**src/rtl/dcache_ctrl.sv**
```systemverilog
// Direct-mapped write-back, write-allocate data cache, one word per line.
// Hits finish in the lookup cycle; misses stall the pipeline via cpu_stall_o.
module dcache_ctrl #(
  parameter int INDEX_W = 5,
  parameter int TAG_W   = 25,
  parameter int CNT_W   = 16
) (
  input  logic             clk_i,
  input  logic             rst_i,
  input  logic [31:0]      cpu_addr_i,
  input  logic [31:0]      cpu_wdata_i,
  input  logic             cpu_read_i,
  input  logic             cpu_write_i,
  output logic [31:0]      cpu_rdata_o,
  output logic             cpu_stall_o,
  output logic             mem_req_o,
  output logic             mem_we_o,
  output logic [31:0]      mem_addr_o,
  output logic [31:0]      mem_wdata_o,
  input  logic [31:0]      mem_rdata_i,
  input  logic             mem_ack_i,
  output logic [CNT_W-1:0] hit_cnt_o,
  output logic [CNT_W-1:0] miss_cnt_o
);

  localparam int LINES = 1 << INDEX_W;

  typedef enum logic [1:0] {
    S_IDLE,
    S_WB,
    S_FILL
  } state_t;

  state_t state_q, state_d;

  logic [LINES-1:0] valid_q;
  logic [LINES-1:0] dirty_q;
  logic [TAG_W-1:0] tag_q  [LINES];
  logic [31:0]      data_q [LINES];

  logic [31:2]      miss_addr_q;
  logic             miss_we_q;
  logic [TAG_W-1:0] vtag_q;
  logic [31:0]      vdata_q;
  logic             fill_done_q;
  logic [CNT_W-1:0] hit_cnt_q;
  logic [CNT_W-1:0] miss_cnt_q;

  logic [INDEX_W-1:0] idx;
  logic [INDEX_W-1:0] fidx;
  logic [TAG_W-1:0]   ctag;
  logic               req;
  logic               hit;
  logic               idle;
  logic               fill_ack;
  logic               unused_addr;

  assign idx         = cpu_addr_i[INDEX_W+1:2];
  assign ctag        = cpu_addr_i[31:INDEX_W+2];
  assign fidx        = miss_addr_q[INDEX_W+1:2];
  assign req         = cpu_read_i | cpu_write_i;
  assign hit         = valid_q[idx] & (tag_q[idx] == ctag);
  assign idle        = (state_q == S_IDLE);
  assign fill_ack    = (state_q == S_FILL) & mem_ack_i;
  assign unused_addr = ^cpu_addr_i[1:0];

  assign cpu_stall_o = ~idle | (req & ~hit);
  assign cpu_rdata_o = (idle & cpu_read_i & hit) ? data_q[idx] : 32'h0;
  assign hit_cnt_o   = hit_cnt_q;
  assign miss_cnt_o  = miss_cnt_q;

  // Next state and backing-memory request outputs
  always_comb begin
    state_d     = state_q;
    mem_req_o   = 1'b0;
    mem_we_o    = 1'b0;
    mem_addr_o  = 32'h0;
    mem_wdata_o = 32'h0;
    unique case (state_q)
      S_IDLE: begin
        if (req & ~hit) begin
          state_d = (valid_q[idx] & dirty_q[idx]) ? S_WB : S_FILL;
        end
      end
      S_WB: begin
        mem_req_o   = 1'b1;
        mem_we_o    = 1'b1;
        mem_addr_o  = {vtag_q, fidx, 2'b00};
        mem_wdata_o = vdata_q;
        if (mem_ack_i) state_d = S_FILL;
      end
      S_FILL: begin
        mem_req_o  = 1'b1;
        mem_addr_o = {miss_addr_q, 2'b00};
        if (mem_ack_i) state_d = S_IDLE;
      end
      default: state_d = S_IDLE;
    endcase
  end

  // Control state: FSM, line status bits, miss latches and statistics
  always_ff @(posedge clk_i) begin
    if (rst_i) begin
      state_q     <= S_IDLE;
      valid_q     <= '0;
      dirty_q     <= '0;
      miss_addr_q <= '0;
      miss_we_q   <= 1'b0;
      vtag_q      <= '0;
      vdata_q     <= '0;
      fill_done_q <= 1'b0;
      hit_cnt_q   <= '0;
      miss_cnt_q  <= '0;
    end else begin
      state_q     <= state_d;
      fill_done_q <= fill_ack;
      if (idle & req & hit) begin
        if (cpu_write_i) dirty_q[idx] <= 1'b1;
        if (~fill_done_q && hit_cnt_q != '1) begin
          hit_cnt_q <= hit_cnt_q + CNT_W'(1);
        end
      end
      if (idle & req & ~hit) begin
        miss_addr_q <= cpu_addr_i[31:2];
        miss_we_q   <= cpu_write_i;
        vtag_q      <= tag_q[idx];
        vdata_q     <= data_q[idx];
        if (miss_cnt_q != '1) miss_cnt_q <= miss_cnt_q + CNT_W'(1);
      end
      if (fill_ack) begin
        valid_q[fidx] <= 1'b1;
        dirty_q[fidx] <= miss_we_q;
      end
    end
  end

  // Tag and data arrays: store hits and line fills
  always_ff @(posedge clk_i) begin
    if (idle & cpu_write_i & hit) data_q[idx] <= cpu_wdata_i;
    if (fill_ack) begin
      tag_q[fidx]  <= miss_addr_q[31:INDEX_W+2];
      data_q[fidx] <= miss_we_q ? cpu_wdata_i : mem_rdata_i;
    end
  end

endmodule
```
**config.mk**
```make
export PLATFORM = sky130hd
export DESIGN_NAME = dcache_ctrl
export DESIGN_NICKNAME = d
export VERILOG_FILES = /design/src/rtl/dcache_ctrl.sv
export SDC_FILE = /design/constraint.sdc
export NUM_CORES = 2
export LEC_CHECK = 0
export ABC_CLOCK_PERIOD_IN_PS = 20600
export CAP_MARGIN = 20
export CORE_UTILIZATION = 45
export CTS_BUF_LIST = sky130_fd_sc_hd__clkbuf_4 sky130_fd_sc_hd__clkbuf_8 sky130_fd_sc_hd__clkbuf_16
export CTS_CLUSTER_SIZE = 40
export DETAILED_ROUTE_END_ITERATION = 6
export PLACE_DENSITY = 0.7
export SYNTH_ARGS = -nofsm -noshare
export SYNTH_HDL_FRONTEND = slang
export SYNTH_SLANG_ARGS = --single-unit
export TNS_END_PERCENT = 100
```
**constraint.sdc**
```tcl
create_clock -name clk_i -period 20.6 [get_ports clk_i]
set_clock_uncertainty 0.15 [all_clocks]
set_input_delay 2.06 -clock clk_i [delete_from_list [all_inputs] [get_ports clk_i]]
set_output_delay 2.06 -clock clk_i [all_outputs]
set_load 0.02 [all_outputs]
```
== After elaboration in Yosys (flattened, before gate mapping) ==
Memory sizes are Yosys's and may differ from the RTL's.
Cells that the tools add are included.

* Flip-flop bits (word level): 187
* Bits in writable memories: 1824
* Input bits: 101
* Word-level logic and storage cells: 84
* Memories: 2

{| class="wikitable"
|+ Memories
! memory !! depth !! width !! rd ports !! clocked after memory_dff !! wr ports !! line !! RTL
|-
| data_q || 32 || 32 || 1 || 0 || 1 || 39 || <nowiki>logic [31:0] data_q [LINES];</nowiki>
|-
| tag_q || 32 || 25 || 1 || 0 || 1 || 38 || <nowiki>logic [TAG_W-1:0] tag_q [LINES];</nowiki>
|}

* Add/sub/neg operators: 2
* Magnitude comparators: 4
* Eq/ne operators: 8
* Mux-type cells: 31
* Bitwise logic cells: 18
* Reductions and logical operators: 9

{| class="wikitable"
|+ Operators with widths
! operator !! count
|-
| $mux 32 || 8
|-
| $or 32x32->32 || 2
|-
| $pmux 32 s2 || 1
|-
| $add 16x1->16 const B || 2
|-
| $bwmux 32 || 1
|-
| $ne 16x16->1 const B || 2
|-
| $reduce_or 32->1 || 1
|-
| $eq 25x25->1 || 1
|-
| $lt 5x6->1 const B || 2
|-
| $and 1x1->1 || 11
|-
| $mux 1 || 11
|-
| $bmux 1 s5 || 2
|-
| $demux 1 s5 || 2
|-
| $ge 5x1->1 const B || 2
|-
| $mux 2 || 4
|-
| $pmux 2 s3 || 1
|-
| $mux 5 || 1
|-
| $ne 2x2->1 const B || 2
|-
| $reduce_and 2->1 || 2
|-
| $logic_and 1x1->1 || 3
|-
| $not 1->1 || 3
|-
| $reduce_and 3->1 || 1
|-
| $eq 2x1->1 const B || 1
|-
| $eq 2x2->1 const B || 1
|-
| other kinds (4) || 5
|}

== Logic depth before layout (Yosys ltp) ==
* Word-level depth: 10
* Depth in mapped cells: 17

== Least setup slack after synthesis ==
OpenSTA, ideal clock, no wires.

* Path kind: input-to-reg
* Start point: input port cpu_addr_i[3]
* End point: memory data_q[17][0] (enable)
* Library setup time: 466 ps
* Arrival: 7257 ps
* Required time: 19984 ps
* Slack: 12727 ps
* Cell stages on the path: 16
* Path buffers: 7
* Cells stage by stage: buf_2 > buf_2 > buf_2 > buf_2 > mux2i_1 > o22ai_1 > nor4_1 > a21o_1 > nand4_1 > nor4_4 > and4_1 > buf_4 > buf_6 > nand4b_2 > buf_2 > o21ai_0

* Longest elaborated chain between the ends: 7
* Elaborated cells between the ends (all ways): 10
* Classes of those cells: eq/ne (1); mux (6); bitwise (2); memory (1)

{| class="wikitable"
|+ Ends and longest elaborated chain
! element !! line !! RTL
|-
| start: declaration || 10 || <nowiki>input logic [31:0] cpu_addr_i,</nowiki>
|-
| $mem_v2 32x25 or $bmux 1 s5 (tied branches) || n/a ||
|-
| $eq 25x25->1 or $mux 1 (tied branches) || 62 || <nowiki>assign hit = valid_q[idx] & (tag_q[idx] == ctag);</nowiki>
|-
| $and 1x1->1 || 62 ||
|-
| $and 1x1->1 || 139 || <nowiki>if (idle & cpu_write_i & hit) data_q[idx] <= cpu_wdata_i;</nowiki>
|-
| $mux 1 || 139 ||
|-
| $mux 1 (implied by the code) || 139 ||
|-
| $mux 1 (no source line) || n/a ||
|-
| end: declaration || 39 ||
|}

Several ways; a longest one is shown, not always the timed one. The select of a mux whose other input is x is not followed.

== Final worst setup path ==
* Start point: input port cpu_addr_i[3]
* End point: output port cpu_rdata_o[0]

* Longest elaborated chain between the ends: 5
* Elaborated cells between the ends (all ways): 8
* Classes of those cells: eq/ne (1); mux (3); bitwise (2); memory (2)

{| class="wikitable"
|+ Ends and longest elaborated chain
! element !! line !! RTL
|-
| $mem_v2 32x25 or $bmux 1 s5 (tied branches) || n/a ||
|-
| $eq 25x25->1 or $mux 1 (tied branches) || 62 ||
|-
| $and 1x1->1 || 62 ||
|-
| $and 1x1->1 || 68 || <nowiki>assign cpu_rdata_o = (idle & cpu_read_i & hit) ? data_q[idx] : 32'h0;</nowiki>
|-
| $mux 32 (*) || 68 ||
|-
| end: declaration || 14 || <nowiki>output logic [31:0] cpu_rdata_o,</nowiki>
|}

Mark *: on every way between the ends. The rest lies on a longest branch, timed or not. The select of a mux whose other input is x is not followed.

==> summary.md <==
| Metric | Value |
|---|---|
| Result of the run | `completed` |
| Pin count of the biggest net entering global routing | `96` |
| Post-CTS Setup Inserts | `0` |
| Top cell type's share of synthesized area | `between 60% and 70%` |
| Clk slew on worst S/H paths | `60 ps` |
| First-pass GRT wire length | `a little over 300 mm` |
| Worst setup EP type | `output pin` |
| Ys flop type | `edfxtp_1` |
| Placed Area | `between 80000 and 90000 µm²` |
| Peak VDD IR | `slightly below 0.09 mV` |
| Layout cell share with drive strength beyond 1 | `between 10% and 20%` |
| Clock latency on the worst-skew pair | `~840 ps` |
| CTS resizes | `0` |
| Asr flop ratio synth | `0%` |
| Drt pass-1 iters | `6` |
| Dominant cell type by area after synthesis | `edfxtp_1` |
| WS Path Type | `input pin to output pin` |
| Slew @ Worst Pin | `1150 ps` |
| # IOs | `232` |
| Delay-heaviest family, CP | `simple AND/OR/NAND/NOR gates` |
| Syn. warnings | `0` |
| Slowest stage cell, crit path | `buf_4` |
| Wire per inst | `between 30 and 40 µm` |
| Final setup margin | `9630 ps` |
| Fin util | `approximately 52%` |
| Core area | `between 150000 and 200000 µm²` |
| Required time of the critical path | `about 18000 ps` |
| Via density | `around 6.3` |
| Die area | `about 180000 µm²` |
| Met1 Track Usage GR | `around a third` |
| Global-route met3 utilization | `slightly below 4%` |
| Final Critical Period | `~11000 ps` |
| Sequential-to-total area share from yosys stat | `approximately three quarters` |
| Gr busiest metal | `met2` |
| TNS Setup | `0 ps` |
| # fillers | `13600` |
| Max-cap violations | `0` |
| Yosys reg bits | `a little over 2000` |
| Hpwl dp | `111 mm` |
| DRC Markers | `0` |
| Pwr Density | `roughly 95 nW/µm²` |
| Post-synth EDFFs | `roughly 1800` |
| Tot GR Track Use | `~25%` |
| CTS tree | `built` |
| Routed Antenna Nets | `0` |
| Worst Hold Class | `flop to flop` |
| RD Place Congestion | `0.834` |
| Initial core utilization | `45.3%` |
| Final slew viol count | `0` |
| Worst Path Arrival | `8760 ps` |
| Setup violators final | `0` |
| Gr ovfl total | `0` |
| Syn Area/Cell | `17.6 µm²` |
| Area Overhead vs Synth | `15.1%` |
| Leak | `29.4 nW` |
| CTS Buffer Depth | `3` |
| Clock Sinks | `2011` |
| Die height | `between 400 and 500 µm` |
| Clk Tree Root Cell | `clkbuf_16` |
| Normalized max-slew margin | `23.3%` |
| Row count | `approximately 150` |
| GRT met2 Usage | `40.7%` |
| Vias in the first global route | `roughly 44000` |
| Crit path max fanout | `65` |
| Initial antenna violation count | `4` |
| Via count | `between 40000 and 50000` |
| Die W | `421 µm` |
| Pre-CTS setup slack | `slightly below 10000 ps` |
| Period utilization | `53.3%` |
| RSZ-0062 raised after global routing | `false` |
| Synth top area cells | `edfxtp_1 69%, mux4_2 7.8%, mux2i_1 5.2%` |
| Mapped Cells | `4480` |
| Initial drt markers | `a little under 6000` |
| CP Buf/Inv Count | `4` |
| Final wirelength | `~220 mm` |
| # port buffers | `roughly 230` |
| Htree depth | `4` |
| NumNets Final | `4835` |
| Max stage delay on crit path | `between 800 and 900 ps` |
| Crit-path cells | `buf_8, buf_4, buf_4, mux2i_1, o22ai_1, nor4_1, a21o_1, nand4_1, nor4_1, and4_1, nand3_2, nor2b_1, clkdlybuf4s50_1` |
| F_max | `0.0911 GHz` |
| Crit start category | `input pin` |
| Final hold violations | `0` |
| Synth Cell Area | `slightly below 80000 µm²` |
| Post-route cell area | `roughly 91000 µm²` |
| CTS Hold Bufs | `0` |
| Post-synth cell types | `between 60 and 70` |
| CTS Buf Count | `between 150 and 200` |
-- per-stage QoR --
step           power [mW]  hold WS [ps]  instances
6_report             8.60           318       7220
5_1_grt              8.82           336       7217
4_1_cts              8.62           319       7215
3_5_place_dp         5.15           305       6858
3_3_place_gp         5.14           294       6857
2_1_floorplan        4.95           285       4481
-- logic make-up after synthesis --
family / synth area share (%)
muxes: 13.5
buffers and inverters: 1.69
other: 0.00475
AOI/OAI and AO/OA: 5.38
DFF: 74.2
and+or+nand+nor: 5.15
adders and majority gates: 0.0793
-- routing by layer --
layer | wire [µm] | part of all wire (%)
met1 | 82000 | 37
met3 | 21700 | 9.8
met5 | 0 | 0
met4 | 10800 | 4.9
met2 | 107000 | 48
-- path summary, 6_finish.rpt --
check	from	slack [ps]	cells after the start	end
worst max register to register	tag_q[9][20]$_DFFE_PP_	14890	11	data_q[9][26]$_DFFE_PP_
worst min-delay path	valid_q[18]$_SDFFE_PP0P_	320	2	valid_q[18]$_SDFFE_PP0P_
worst max-delay path	cpu_addr_i[3]	9630	13	cpu_rdata_o[0]
worst min register to register	valid_q[18]$_SDFFE_PP0P_	320	2	valid_q[18]$_SDFFE_PP0P_
-- cell usage after synthesis (all sizes together), types with 68 or more instances --
| master | instances |
|---|---|
| a22oi | 124 |
| nor3 | 90 |
| o22ai | 209 |
| nand3 | 70 |
| a21oi | 166 |
| o21ai | 68 |
| mux4 | 272 |
| mux2i | 411 |
| dfxtp | 187 |
| buf | 124 |
| nor2 | 132 |
| edfxtp | 1824 |
| clkbuf | 175 |
| nand2 | 134 |
-- state kept, by name, indices dropped and copies added, names as in the netlist --
signal	cells
vtag_q	25
hit_cnt_o	16
miss_addr_q	30
dirty_q	32
tag_q	800
fill_done_q	1
miss_cnt_o	16
state_q	2
vdata_q	32
miss_we_q	1
valid_q	32
data_q	1024
-- worst min-delay path, cell delays in order, from the launching register on --
cell	delay (ps)
dfxtp_1	320
nor2_1	50
nor2_1	60
-- power by group --
group,switching (mW),internal (mW)
clock network,1.53,2.00
logic,0.320,0.169
registers,0.0492,4.53
-- area by class of cell --
type	count	area (µm²)	share of cell area, %
inverters	22	82.6	0.0909
clock inverters	115	1130	1.24
clock buffers	242	5240	5.77
repair buffers	352	3240	3.57
diodes	4	10.0	0.0110
well taps	2325	2910	3.20
flip-flops and latches	2011	58500	64.4
multi-input cells	2149	19700	21.7
-- cell usage in the layout, fill, tap and decap left out, types with 51 or more instances in the layout --
| master | netlist | layout |
|---|---|---|
| nor3_1 | 90 | 90 |
| nand3_1 | 70 | 69 |
| edfxtp_1 | 1824 | 1824 |
| nor4_1 | 55 | 54 |
| o22ai_1 | 209 | 202 |
| a21oi_1 | 166 | 157 |
| nand4_1 | 51 | 51 |
| nor2_1 | 132 | 107 |
| clkbuf_16 | 0 | 194 |
| mux4_2 | 272 | 272 |
| nand2_1 | 134 | 134 |
| buf_4 | 3 | 122 |
| dfxtp_1 | 187 | 187 |
| a22oi_1 | 124 | 123 |
| clkdlybuf4s50_1 | 0 | 223 |
| mux2i_1 | 411 | 411 |
Power figures use the tool's default switching activity.
